[config.mk]
export PLATFORM = sky130hd
export DESIGN_NAME = cdb_arbiter
export DESIGN_NICKNAME = d
export VERILOG_FILES = /design/src/rtl/cdb_arbiter.sv
export SDC_FILE = /design/constraint.sdc
export NUM_CORES = 1
export LEC_CHECK = 0
export CORE_AREA = 2 2 176 178
export DETAILED_ROUTE_END_ITERATION = 16
export DIE_AREA = 0 0 178 180
export PLACE_DENSITY_LB_ADDON = 0.05
export SYNTH_ARGS = -nofsm -noshare
export SYNTH_HDL_FRONTEND = slang
export SYNTH_SLANG_ARGS = --single-unit
[constraint.sdc]
create_clock -name clk -period 6.9 [get_ports clk]
set_clock_uncertainty 0.05 [all_clocks]
set_input_delay 1.38 -clock clk [delete_from_list [all_inputs] [get_ports clk]]
set_output_delay 1.38 -clock clk [all_outputs]
set_load 0.03 [all_outputs]
[src/rtl/cdb_arbiter.sv]
// cdb_arbiter: per-unit result queues feeding a round-robin scheduled,
// registered common data bus for the Tomasulo core. Each functional unit
// (0=arith, 1=logic, 2=mpy) pushes results into a small FIFO. One queue head
// per cycle is broadcast on the CDB to the reservation stations, the
// register-status table and the ROB. A synchronous flush drops everything
// queued or in flight when the ROB recovers.
module cdb_arbiter #(
    parameter int REQ_N   = 3,
    parameter int Q_N     = 2,
    parameter int TAG_W   = 5,
    parameter int REG_W   = 5,
    parameter int WORD_W  = 32,
    parameter int ROBID_W = 5,
    localparam int SRC_W  = (REQ_N > 1) ? $clog2(REQ_N) : 1
) (
    input  logic                       clk,
    input  logic                       rst_n,
    input  logic                       flush,
    input  logic [REQ_N-1:0]           fu_vld,
    output logic [REQ_N-1:0]           fu_rdy,
    input  logic [REQ_N*TAG_W-1:0]     fu_tag,
    input  logic [REQ_N*REG_W-1:0]     fu_wa,
    input  logic [REQ_N*WORD_W-1:0]    fu_wdata,
    input  logic [REQ_N*ROBID_W-1:0]   fu_robid,
    output logic                       cdb_vld,
    output logic [TAG_W-1:0]           cdb_tag,
    output logic [REG_W-1:0]           cdb_wa,
    output logic [WORD_W-1:0]          cdb_wdata,
    output logic [ROBID_W-1:0]         cdb_robid,
    output logic [SRC_W-1:0]           cdb_src
);

    localparam int PTR_W = $clog2(Q_N);
    localparam int CNT_W = $clog2(Q_N + 1);

    // One queued result, exactly the fields that travel on the CDB.
    typedef struct packed {
        logic [TAG_W-1:0]   tag;
        logic [REG_W-1:0]   wa;
        logic [WORD_W-1:0]  wdata;
        logic [ROBID_W-1:0] robid;
    } entry_t;

    // Queue storage and bookkeeping.
    entry_t           mem    [REQ_N][Q_N];
    logic [PTR_W-1:0] wr_ptr [REQ_N];
    logic [PTR_W-1:0] rd_ptr [REQ_N];
    logic [CNT_W-1:0] occ    [REQ_N];

    // Per-unit views of the flattened input buses and of the queue heads.
    entry_t           in_ent [REQ_N];
    entry_t           head   [REQ_N];

    logic [REQ_N-1:0] full;
    logic [REQ_N-1:0] cand;
    logic [REQ_N-1:0] push;
    logic [REQ_N-1:0] pop;

    // Scheduler state and decision.
    logic [SRC_W-1:0] rr_ptr;
    logic             grant;
    logic [SRC_W-1:0] winner;

    // Unpack the per-unit input fields and derive queue status flags.
    // NOTE: every always_comb output gets a value on every path (here by
    // construction, elsewhere by a default at the top) so no latch is inferred.
    always_comb begin
        for (int i = 0; i < REQ_N; i++) begin
            in_ent[i].tag   = fu_tag[i*TAG_W +: TAG_W];
            in_ent[i].wa    = fu_wa[i*REG_W +: REG_W];
            in_ent[i].wdata = fu_wdata[i*WORD_W +: WORD_W];
            in_ent[i].robid = fu_robid[i*ROBID_W +: ROBID_W];
            head[i]         = mem[i][rd_ptr[i]];
            full[i]         = (occ[i] == CNT_W'(Q_N));
            cand[i]         = (occ[i] != '0);
        end
    end

    // Ready depends only on registered occupancy, flush and reset, never on
    // fu_vld; a pop in this cycle does not free a full queue until next cycle.
    assign fu_rdy = rst_n ? (~full & {REQ_N{~flush}}) : '0;
    assign push   = fu_vld & fu_rdy;

    // Round-robin search: first non-empty queue at or after rr_ptr, wrapping.
    always_comb begin
        int idx;
        grant  = 1'b0;
        winner = '0;
        idx    = 0;
        for (int k = 0; k < REQ_N; k++) begin
            idx = int'(rr_ptr) + k;
            if (idx >= REQ_N) begin
                idx = idx - REQ_N;
            end
            if (!grant && cand[idx]) begin
                grant  = 1'b1;
                winner = SRC_W'(idx);
            end
        end
    end

    // Pop the winner's head; a flush discards the grant along with the queues.
    always_comb begin
        pop = '0;
        if (grant && !flush) begin
            pop[winner] = 1'b1;
        end
    end

    // Queue pointers and occupancy; flush clears every queue at once.
    // NOTE: sequential state is assigned with <= only, so every register
    // samples the pre-edge values of its neighbours regardless of code order.
    always_ff @(posedge clk or negedge rst_n) begin
        if (!rst_n) begin
            for (int i = 0; i < REQ_N; i++) begin
                wr_ptr[i] <= '0;
                rd_ptr[i] <= '0;
                occ[i]    <= '0;
            end
        end else if (flush) begin
            for (int i = 0; i < REQ_N; i++) begin
                wr_ptr[i] <= '0;
                rd_ptr[i] <= '0;
                occ[i]    <= '0;
            end
        end else begin
            for (int i = 0; i < REQ_N; i++) begin
                if (push[i]) begin
                    wr_ptr[i] <= wr_ptr[i] + PTR_W'(1);
                end
                if (pop[i]) begin
                    rd_ptr[i] <= rd_ptr[i] + PTR_W'(1);
                end
                case ({push[i], pop[i]})
                    2'b10:   occ[i] <= occ[i] + CNT_W'(1);
                    2'b01:   occ[i] <= occ[i] - CNT_W'(1);
                    default: occ[i] <= occ[i];
                endcase
            end
        end
    end

    // Queue storage writes on an accepted push.
    // NOTE: the storage array has no reset; occupancy and pointers alone
    // decide which entries are meaningful, so stale contents are never read.
    always_ff @(posedge clk) begin
        for (int i = 0; i < REQ_N; i++) begin
            if (push[i]) begin
                mem[i][wr_ptr[i]] <= in_ent[i];
            end
        end
    end

    // Registered CDB and round-robin pointer; flush outranks a grant.
    always_ff @(posedge clk or negedge rst_n) begin
        if (!rst_n) begin
            cdb_vld   <= 1'b0;
            cdb_tag   <= '0;
            cdb_wa    <= '0;
            cdb_wdata <= '0;
            cdb_robid <= '0;
            cdb_src   <= '0;
            rr_ptr    <= '0;
        end else if (flush) begin
            cdb_vld   <= 1'b0;
        end else if (grant) begin
            cdb_vld   <= 1'b1;
            cdb_tag   <= head[winner].tag;
            cdb_wa    <= head[winner].wa;
            cdb_wdata <= head[winner].wdata;
            cdb_robid <= head[winner].robid;
            cdb_src   <= winner;
            rr_ptr    <= (winner == SRC_W'(REQ_N - 1)) ? '0 : winner + SRC_W'(1);
        end else begin
            cdb_vld   <= 1'b0;
        end
    end

    // A queue never accepts a push while it is full.
    a_no_overflow: assert property (@(posedge clk) disable iff (!rst_n)
        !(|(push & full)));

    // Every broadcast came from a queue that held data the cycle before.
    a_src_nonempty: assert property (@(posedge clk) disable iff (!rst_n)
        cdb_vld |-> ((($past(cand) >> cdb_src) & REQ_N'(1)) != '0));

    // The scheduler pointer always names a real requester.
    a_rr_range: assert property (@(posedge clk) disable iff (!rst_n)
        ({1'b0, rr_ptr} < (SRC_W + 1)'(REQ_N)));

endmodule

==> run metrics <==
Yosys cell types 55; FILL cells 2324; Mapped Cells 755; number of synthesized flops with an enable pin between 200 and 300; Synth Register Bits 346; f_max 202 MHz; worst r2r dst cdb_wdata[26]; WHS Endpoint cdb_src[1]; Syn Area/Cell 17.8 µm²; die height 180 µm; Slew headroom 15.4%; critical path class in2out; Max rail drop VDD 235 µV; Clk Latency, worst-skew pair around 510 ps; mapped cell area 0.0134 mm²; Synth top area share 63.2%; Port Buffers 199; Leak 0.00571 µW; Tmin final 4950 ps; top-count cell post-synth edfxtp_1; WP data arrival 3520 ps; PwrDens 400 mW/mm²; WL/cell 22.8 µm; Die Footprint 0.0320 mm²; endpoints failing setup 0; root buffer cell clkbuf_16; Area Overhead vs Synth 26.6%; worst r2r path cells 9; quantity of gates resized following cts 0; Final HPWL DP slightly below 20000 µm; r2r setup slk 3170 ps; total CTS buffers 37; initial antenna violation count 1; gr ovfl total 0; synth cell count leaders edfxtp_1 (282), mux2_2 (92), dfrtp_1 (64); H-tree depth 2; Core Box Area 0.0302 mm²; fin util 56.2%; Max Slew Vio Count 0; final setup TNS 0 ps; fin area 0.0170 mm²; vias in the first global route 8242; clock share of power 27.7%; vias 7574; Hold Crit Depth 1; final wirelength about 32000 µm; Startpoint Class input pin; hold_buf cts 0; sequential power share 40.0%; setup repair bufs after CTS 0; RSZ-0062 raised after global routing false; all-layer global routing usage 19.7%; Clock Tree Buf Depth 3; internal power 4600 µW; CTS sink count 346; Tcrit/Tclk final 71.7%; outcome finished, final reports clean; Top FF cell, synth edfxtp_1; Site Rows 64; Slew @ Worst Pin roughly 1300 ps; top area cells in the synthesized netlist edfxtp_1 (63%), dfrtp_1 (12%), mux2_2 (7.7%); min-delay src cdb_src[1]; global-route wire length before repair 47100 µm; Final Hold Fails 0; CP required 5470 ps; Worst Setup End Kind primary output; Syn Nets 905; routability cong. 0.745; largest area contributor in the netlist edfxtp_1; Psw 2180 µW; DRC viols 0; Async SR Flop Fraction 18.5%; sw frac 32.2%; CP max FO 16; initial core utilization between 40% and 50%; Hold Path Class reg2reg; initial DRC count between 600 and 700; CTS tree done; Placed Area 0.0158 mm²; Nets between 1000 and 1500; Yosys warning total 0; vias per inst 5.47; largest net degree at the start of global routing 67; Die X 178 µm; Seq/Total Area, Yosys 75.1%; share of total power in combinational logic 32.3%; Ports 200; drt first pass iters 9; worst r2r src rr_ptr[1]; maxcap violations 0; clk slew on worst S/H paths 50 ps; antenna-violating nets left 0; share of layout cells above drive strength 1 roughly 18%
how the worst max path moves through the flow:
| stage | startpoint | end | cells past startpoint |
|---|---|---|---|
| floorplan | flush | mem[0][47] | 5 |
| CTS | flush | fu_rdy[0] | 4 |
| global placement | flush | fu_rdy[0] | 4 |
| global route | flush | fu_rdy[0] | 4 |
| detailed placement | flush | fu_rdy[0] | 4 |
| finish | flush | fu_rdy[0] | 4 |
power by group through the flow:
stage	clock network (µW)	registers, µW	logic [µW]
2_1_floorplan	0	2860	1370
3_3_place_gp	0	2750	2150
3_5_place_dp	0	2760	2200
4_1_cts	1930	2720	2200
5_1_grt	2020	2740	2350
6_report	1880	2710	2190
metal layers:
| metal | GRT usage (%) | part of all wire [%] | vias to the layer above |
|---|---|---|---|
| met4 | 5.28 | 2.0 | 0 |
| li1 | - | - | 3427 |
| met3 | 3.09 | 6.0 | 50 |
| met1 | 26.0 | 41 | 3834 |
| met5 | 0 | 0 | - |
| met2 | 33.7 | 51 | 263 |
cell type report:
cell class | instances | area, µm² | share of cell area (%)
Antenna cell | 1 | 2.50 | 0.0147
Clock buffer | 54 | 1020 | 6.02
Multi-Input combinational cell | 353 | 3110 | 18.4
Inverter | 10 | 37.5 | 0.221
Sequential cell | 346 | 10100 | 59.4
Timing Repair Buffer | 211 | 2080 | 12.3
Tap cell | 396 | 495 | 2.92
Clock inverter | 13 | 143 | 0.841
cells in the final DEF (no fill, tap or decap), types with 13 or more instances in the layout:
cell type / instances
nor2_1: 16
a222oi_1: 46
mux2i_1: 51
buf_4: 13
edfxtp_1: 282
mux2_2: 92
o21ai_1: 46
clkbuf_16: 38
dfrtp_1: 61
clkbuf_1: 15
clkdlybuf4s50_1: 198
worst max-delay path: stages:
cell and delay [ps]:
clkdlybuf4s50_1 780, nand2b_1 360, a21oi_1 260, clkdlybuf4s50_1 730
state kept, by name, summed over array words and instances, names as in the netlist:
register	count
cdb_wdata	32
rd_ptr	3
mem	282
occ	6
rr_ptr	2
cdb_vld	1
cdb_src	2
cdb_robid	5
cdb_wa	5
cdb_tag	5
wr_ptr	3
kinds of logic after synthesis:
group	synth area share, %
xor gates and xnor gates	0.719
AOI/OAI and AO/OA	7.77
adders and majority gates	0.439
and+or+nand+nor	2.21
DFF	75.1
muxes	11.5
buffers and inverters	2.20
metrics by stage:
step,cells,setup WS (ps),hold WS (ps),power [µW]
finish,1384,1950,456,6780
global route,1384,1850,484,7110
CTS,1383,1960,473,6850
detailed placement,1316,1980,459,4950
global placement,1316,2020,434,4890
floorplan,755,1780,429,4230
(Power assumes the default switching activity.)
